[src/rtl/cpu_defs.sv]
// Definitions shared by the pipeline stages: reset vector and the exception
// code carried alongside each instruction.
package cpu_defs;

    localparam logic [31:0] RESET_PC = 32'hBFC00000;

    typedef enum logic [2:0] {
        EXC_NONE = 3'd0,
        EXC_ADEL = 3'd4
    } exc_code_t;

    localparam logic [2:0] EXC_CODE_ADEL = EXC_ADEL;

endpackage

[src/rtl/if_stage.sv]
// Instruction-fetch stage: PC generation, synchronous instruction SRAM access,
// branch (delay-slot) and exception redirects, and the valid/allowin handshake.
module if_stage #(
    parameter logic [31:0] RESET_PC      = cpu_defs::RESET_PC,
    parameter logic [2:0]  EXC_CODE_ADEL = cpu_defs::EXC_CODE_ADEL
) (
    input  logic        clk,
    input  logic        reset,
    input  logic        post_allowin,
    output logic        goon_valid,
    output logic [31:0] instruction,
    output logic [31:0] pc,
    output logic [2:0]  sig_exc,
    input  logic        br_taken,
    input  logic [31:0] br_target,
    input  logic        exc_redirect,
    input  logic [31:0] exc_target,
    output logic        inst_sram_en,
    output logic [31:0] inst_sram_addr,
    input  logic [31:0] inst_sram_rdata
);

    logic        is_valid;
    logic        fresh;
    logic        br_pend;
    logic        adel;
    logic [31:0] reg_pc;
    logic [31:0] npc;
    logic [31:0] inst_buf;
    logic [31:0] br_tgt;

    logic        allowin;
    logic        issue;
    logic        misaligned;
    logic [31:0] issue_addr;

    always_comb begin
        allowin = !is_valid || post_allowin;
        issue   = allowin || exc_redirect;
        // Exception beats a deferred branch, which beats a fresh branch.
        if (exc_redirect) begin
            issue_addr = exc_target;
        end else if (br_pend) begin
            issue_addr = br_tgt;
        end else if (br_taken) begin
            issue_addr = br_target;
        end else begin
            issue_addr = npc;
        end
        misaligned = |issue_addr[1:0];
    end

    // Gating with the (active-low) reset keeps the SRAM idle while held in reset.
    assign inst_sram_en   = reset && issue && !misaligned;
    assign inst_sram_addr = {issue_addr[31:2], 2'b00};

    assign goon_valid  = is_valid && !exc_redirect;
    assign pc          = reg_pc;
    assign instruction = adel ? 32'd0 : (fresh ? inst_sram_rdata : inst_buf);
    assign sig_exc     = adel ? EXC_CODE_ADEL : cpu_defs::EXC_NONE;

    always_ff @(posedge clk or negedge reset) begin
        if (!reset) begin
            is_valid <= 1'b0;
            fresh    <= 1'b0;
            br_pend  <= 1'b0;
            adel     <= 1'b0;
            reg_pc   <= 32'd0;
            npc      <= RESET_PC;
            inst_buf <= 32'd0;
            br_tgt   <= 32'd0;
        end else begin
            if (issue) begin
                reg_pc   <= issue_addr;
                is_valid <= 1'b1;
                npc      <= issue_addr + 32'd4;
                br_pend  <= 1'b0;
                adel     <= misaligned;
                fresh    <= !misaligned;
            end else begin
                fresh <= 1'b0;
                // Branch resolved while stalled: remember it until the next issue.
                if (br_taken) begin
                    br_pend <= 1'b1;
                    br_tgt  <= br_target;
                end
            end
            // SRAM data is only present for one cycle; hold it across a stall.
            if (fresh && !post_allowin) begin
                inst_buf <= inst_sram_rdata;
            end
        end
    end

endmodule

[config.mk]
export PLATFORM = sky130hd
export DESIGN_NAME = if_stage
export DESIGN_NICKNAME = d
export VERILOG_FILES = /design/src/rtl/cpu_defs.sv /design/src/rtl/if_stage.sv
export SDC_FILE = /design/constraint.sdc
export NUM_CORES = 1
export LEC_CHECK = 0
export CORE_ASPECT_RATIO = 0.6
export CORE_MARGIN = 2
export CORE_UTILIZATION = 45
export DETAILED_ROUTE_END_ITERATION = 16
export GPL_TIMING_DRIVEN = 0
export PLACE_DENSITY = 0.77
export SETUP_SLACK_MARGIN = 0.5
export SLEW_MARGIN = 20
export SYNTH_ARGS = -nofsm -noshare
export SYNTH_HDL_FRONTEND = slang
export SYNTH_SLANG_ARGS = --single-unit
[constraint.sdc]
create_clock -name clk -period 3.3 [get_ports clk]
set_input_delay 0.66 -clock clk [delete_from_list [all_inputs] [get_ports clk]]
set_output_delay 0.66 -clock clk [all_outputs]
set_load 0.02 [all_outputs]
-- Word level (Yosys, flattened, before mapping)
Index checks and enable logic that the tools add are counted.
Widths: inputs -> output; s select.
- output and inout bits: 101
- register bits: 132
- bits of input ports: 101
- word-level logic and storage cells: 32
- reductions and logical operators: 13
- add/sub/neg operators: 1
- multiplexer cells: 9
- bitwise logic cells: 1
- operators by type and width (kind ; count):
    $mux 32 ; 5
    $add 32x3->32 const B ; 1
    $logic_and 1x1->1 ; 4
    $logic_not 1->1 ; 4
    $mux 1 ; 3
    $mux 3 ; 1
    $logic_or 1x1->1 ; 2
    $reduce_and 2->1 ; 1
    $reduce_bool 2->1 ; 1
    $reduce_or 2->1 ; 1
    $not 1->1 ; 1

-- Logic depth before layout (Yosys ltp)
- depth in word-level cells: 6
- depth in mapped cells: 15
- mapped depth without buffers: 10

-- Least setup slack after synthesis
OpenSTA, ideal clock, no wires.
- kind: in2reg
- start point: input port exc_redirect
- end point: register npc[30]
- path slack: -0.489 ns
- stages: 14
- library setup time: 0.095 ns
- path buffers: 6
- arrival: 3.693 ns
- data required time: 3.205 ns
- cells stage by stage: buf_2 -> buf_2 -> buf_1 -> clkbuf_1 -> clkbuf_1 -> nand2_1 -> o21ai_0 -> ha_1 -> nand3_1 -> or4_1 -> buf_2 -> nor3_2 -> a31oi_1 -> o31ai_1
- longest elaborated chain between the ends: 2
- elaborated cells on any way between the ends: 3
- classes of those cells: 1 x add/sub; 1 x mux; 1 x reduce/logical
- RTL lines (what ; RTL line ; source):
    start: declaration ; if_stage.sv:16 ; input logic exc_redirect,
    $mux 32 ; if_stage.sv:41 ; if (exc_redirect) begin
    via issue_addr[3] ; if_stage.sv:35 ; logic [31:0] issue_addr;
    $add 32x3->32 ; if_stage.sv:76 ; npc <= issue_addr + 32'd4;
    end signal: assignment ; if_stage.sv:76 ;
    end: declaration ; if_stage.sv:28 ; logic [31:0] npc;
The timed path passes the listed nets, and every way through them passes these cells.
A chain may end at the register's enable or synchronous reset.

-- Worst setup path after layout
- start point: register br_pend
- end point: register npc[27]
- longest elaborated chain between the ends: 3
- RTL lines (what ; RTL line ; source):
    start: declaration ; if_stage.sv:25 ; logic br_pend;
    start signal: assignment ; if_stage.sv:66 ; br_pend <= 1'b0;
    start signal: assignment ; if_stage.sv:77 ; br_pend <= 1'b0;
    start signal: assignment ; if_stage.sv:84 ; br_pend <= 1'b1;
    $mux 32 ; if_stage.sv:43 ; end else if (br_pend) begin
    $mux 32 ; if_stage.sv:41 ;
    $add 32x3->32 ; if_stage.sv:76 ;
Every way passes these cells.

==> impl_results.rst <==
.. list-table::
   :header-rows: 1

   * - Metric
     - Value
   * - Type of the worst min-delay path
     - input port to asynchronous set/reset pin
   * - Register-to-Register Path Depth
     - 15
   * - Clock tree from TritonCTS
     - yes
   * - Standard-cell rows
     - 37
   * - Crit-path slowest cell
     - sky130_fd_sc_hd__dfrtp_1
   * - Number of antenna violations at the first check in global routing
     - 1
   * - Most common cell on crit path
     - sky130_fd_sc_hd__buf_4
   * - Final Max Tran Viols
     - 0
   * - Area overhead of the layout relative to synthesis
     - 61.58%
   * - Endpoint arrival time on the critical path
     - between 3 and 4 ns
   * - Slew margin rel.
     - 0.4382
   * - Effective utilization at floorplan
     - 0.4598
   * - Layout cells sized above 1
     - 0.3752
   * - Global-route wire length before repair
     - 44.97 mm
   * - Sequential element share of the synthesized area
     - 0.4145
   * - Root Buffer Master
     - sky130_fd_sc_hd__clkbuf_16
   * - DIE WIDTH
     - 174.8 um
   * - Worst-path maximum fanout
     - 4
   * - Number of register bits inferred by synthesis
     - 130
   * - Run status
     - complete, no violations
   * - Net switching component of the power
     - 2.006 mW
   * - Total global routing overflow
     - 0
   * - DRC violations left
     - 0
   * - Transition time at the pin with the least slew margin
     - 0.8428 ns
   * - Terminus of the critical flop-to-flop path
     - npc[27]$_DFFE_PN1N_
   * - Fraction of power spent switching nets
     - 0.3183
   * - Capturing instance or port of the critical path
     - npc[27]$_DFFE_PN1N_
   * - Reg-to-Reg Start
     - br_pend$_DFFE_PN0P_
   * - Number of global-route vias before repair
     - between 7k and 8k
   * - Unique cell type count in the Yosys netlist
     - 70
   * - Number of instances in the synthesized netlist
     - 813
   * - Post-synth EDFFs
     - 0
   * - Dominant register cell in the synthesized netlist
     - sky130_fd_sc_hd__dfrtp_1
   * - Maximum Capacitance Violations
     - 0
   * - Post-DP Area
     - roughly 10,000 um^2
   * - Placeable core region
     - 17,130 um^2
   * - Sinks on Clock Net
     - 130
   * - Num ports
     - 202
   * - Required time reported for the critical path endpoint
     - 3.61 ns
   * - Final cell count without fillers
     - 1,397
   * - Cell leakage power
     - 5.539 nW
   * - Pin count of the biggest net entering global routing
     - 72
   * - Die span in y
     - between 100 and 150 um
   * - Setup Crit Path Kind
     - flop to flop
   * - Weighted congestion reported at the end of routability-driven placement
     - 0.9551
   * - # placed instances
     - around 1.2k
   * - Share of synthesized registers carrying an async set or reset
     - 1.000
   * - Cell-internal power
     - 4.296 mW
   * - Share of power burned in combinational logic
     - 0.314
   * - Count of buffers inserted at the top-level ports
     - 196
   * - Antenna Nets Post-Route
     - 0
   * - Critical Path Start Type
     - flop
   * - Routed Wire Length
     - 32.16 mm
   * - Shortest clock period the worst path allows after layout
     - 3.156 ns
   * - DRT Pass-1 Iters
     - 6
   * - Achievable clock frequency
     - 316.9 MHz
   * - Power per cell area
     - 495.3 nW/um^2
   * - Final clock period utilization by the worst path
     - 0.9563
   * - Area of the mapped netlist
     - 7875 um^2
   * - H-tree levels
     - 4
   * - Post-DP HPWL
     - approximately 19 mm
   * - Detail-routed net length per standard cell
     - roughly 23 um
   * - Number of buffers added by the clock tree synthesis step
     - 17
   * - Clock Skews
     - about 0.0077 ns
   * - Overall track demand over capacity in global routing
     - 0.3188
   * - Post-layout net count
     - around 1.3k
   * - Clock Latency Late Sink
     - 0.43 ns
   * - Yosys Warn Count
     - 0
   * - Vias after detailed routing
     - 8,228
   * - Via/cell ratio
     - 5.890
   * - Relative contribution of the clock network to total power
     - 0.343
   * - Worst-case vdd ir drop
     - about 0.33 mV
   * - Non-Filler Cell Area, Final
     - ~13,000 um^2
   * - Max clock buf depth
     - 2
   * - Initial drt markers
     - 1,144
   * - Critical Path End Type
     - flop
   * - Reg2reg setup slack
     - 0.14 ns
   * - Seq pwr share
     - 0.344
   * - Total of hold buffers inserted after clock tree synthesis
     - 0
   * - Die ar.
     - 18,610 um^2
   * - Reg clk slew, reported paths
     - 0.06 ns
   * - Number of endpoints failing setup at the final stage
     - 0
   * - Avg Cell Area, Syn
     - 9.686 um^2
   * - Chain of cells forming the critical path
     - buf_6 > buf_8 > buf_4 > buf_4 > buf_4 > or3b_2 > o211ai_1 > buf_4 > buf_4 > nor4_4 > nand4_1 > buf_6 > nor3_4 > a31oi_1 > o31ai_1
   * - Unrepaired setup endpoints after global routing
     - true
   * - Hold Violations, Final
     - 0
   * - Worst setup path startpoint
     - br_pend$_DFFE_PN0P_
   * - Slowest cell delay on critical path
     - about 0.4 ns
## per-layer routing
metal / up-vias / track usage / wire length (um)
met4: 0 / 0.1083 / 1197
met1: 3960 / 0.4413 / 13080
met3: 126 / 0.1162 / 4062
li1: 3507 / - / -
met2: 635 / 0.4588 / 13820
met5: - / 0 / 0
## synthesized netlist by cell type (15+ instances only)
library cell | number | share of area
sky130_fd_sc_hd__mux2i_1 | 56 | 0.071
sky130_fd_sc_hd__nor2_1 | 140 | 0.067
sky130_fd_sc_hd__xnor2_1 | 21 | 0.023
sky130_fd_sc_hd__buf_4 | 38 | 0.036
sky130_fd_sc_hd__clkbuf_1 | 28 | 0.013
sky130_fd_sc_hd__o21ai_0 | 24 | 0.015
sky130_fd_sc_hd__nand2_1 | 53 | 0.025
sky130_fd_sc_hd__mux2_2 | 85 | 0.12
sky130_fd_sc_hd__a21oi_1 | 46 | 0.029
sky130_fd_sc_hd__a31oi_1 | 15 | 0.012
sky130_fd_sc_hd__dfrtp_1 | 121 | 0.38
## critical path, delay by kind of cell (launching register included)
kind / cells / cell delay [ns]
buffers and inverters: 8 / 1.19
AO/OA/AOI/OAI: 3 / 0.56
flip-flops: 1 / 0.39
AND/OR/NAND/NOR: 4 / 0.89
## cells by family (layout without fill, tap and decap cells)
kind of cell / Yosys count / after routing / share of synthesized area
compound gates: 138 / 138 / 0.1131
xor+xnor: 24 / 24 / 0.02669
fa+ha+maj: 1 / 1 / 0.001589
buf+inv: 103 / 449 / 0.07642
flops: 130 / 130 / 0.4145
mux: 143 / 143 / 0.1956
other cells: 2 / 6 / 0.0009536
simple gates: 272 / 272 / 0.1711
## worst min-delay path by stage
stage	slack, ns	to	depth (start not counted)
finish	0.17	pc[8]$_DFFE_PN0N_	1
global placement	0.46	npc[30]$_DFFE_PN0N_	2
global route	0.21	pc[8]$_DFFE_PN0N_	1
detailed placement	0.47	npc[31]$_DFFE_PN1N_	2
floorplan	0.36	adel$_DFFE_PN0N_	0
CTS	0.18	pc[7]$_DFFE_PN0N_	1
## stage by stage
stage / setup WS (ns) / utilization / total power [mW] / hold slack [ns] / TNS, ns
after floorplan: 0.2770 / - / 3.066 / 0.3644 / 0
after global placement: -4.007 / 0.6002 / 3.716 / 0.4628 / -505.37
after detailed placement: -1.011 / 0.6021 / 3.759 / 0.4657 / -37.27
after CTS: 0.2600 / 0.7016 / 6.068 / 0.1849 / 0
after global routing: 0.08750 / 0.7427 / 6.510 / 0.2080 / 0
final: 0.1441 / 0.7429 / 6.303 / 0.1674 / 0
## sequential cells by signal, summed over array words and instances, names as in the netlist
signal and cells:
adel 1, br_pend 1, br_tgt 32, fresh 1, inst_buf 32, is_valid 1
npc 30, pc 32
## cell type report
type / count / area [um^2]
Antenna cell: 1 / 2.502
Buffer: 93 / 860.8
Clock buffer: 17 / 425.4
Clock inverter: 15 / 231.5
Fill cell: 1066 / 4404
Inverter: 10 / 40.04
Multi-Input combinational cell: 583 / 4572
Sequential cell: 130 / 3264
Tap cell: 234 / 292.8
Timing Repair Buffer: 314 / 3035
## timing repair
item / 4_1_cts / 5_1_grt
gates resized for setup: 228 / 118
gates cloned: 2 / 1
pin swaps: 35 / 58
setup buffers: 75 / 39
endpoints found under the setup margin: 116 / 90
## placed cells by master, fill, tap and decap left out, drive strengths merged, types with 4 or more instances in the layout
cell type        n
o211ai           9
a21oi           46
nor2           141
nand4            6
nor4             8
nand2           53
dfrtp          121
xnor2           21
o21a             4
nand3           11
dfstp            9
mux2i           56
a211oi           6
inv             13
a31oi           15
conb             5
mux2            87
a21o             4
clkinv           5
clkdlybuf4s50  159
buf            199
a221o            7
o21ai           26
o31ai            4
nand2b           9
dlygate4sd2     11
o221ai           6
bufinv           5
clkbuf          51
nor2b           10
nor3             6
## power groups by stage
stage	clock network (mW)	logic [mW]	registers (mW)
after CTS	2.15	1.79	2.13
after global routing	2.23	2.09	2.20
after detailed placement	0	1.61	2.15
final	2.16	1.98	2.17
after global placement	0	1.58	2.14
after floorplan	0	0.922	2.14
(Power assumes the default switching activity.)
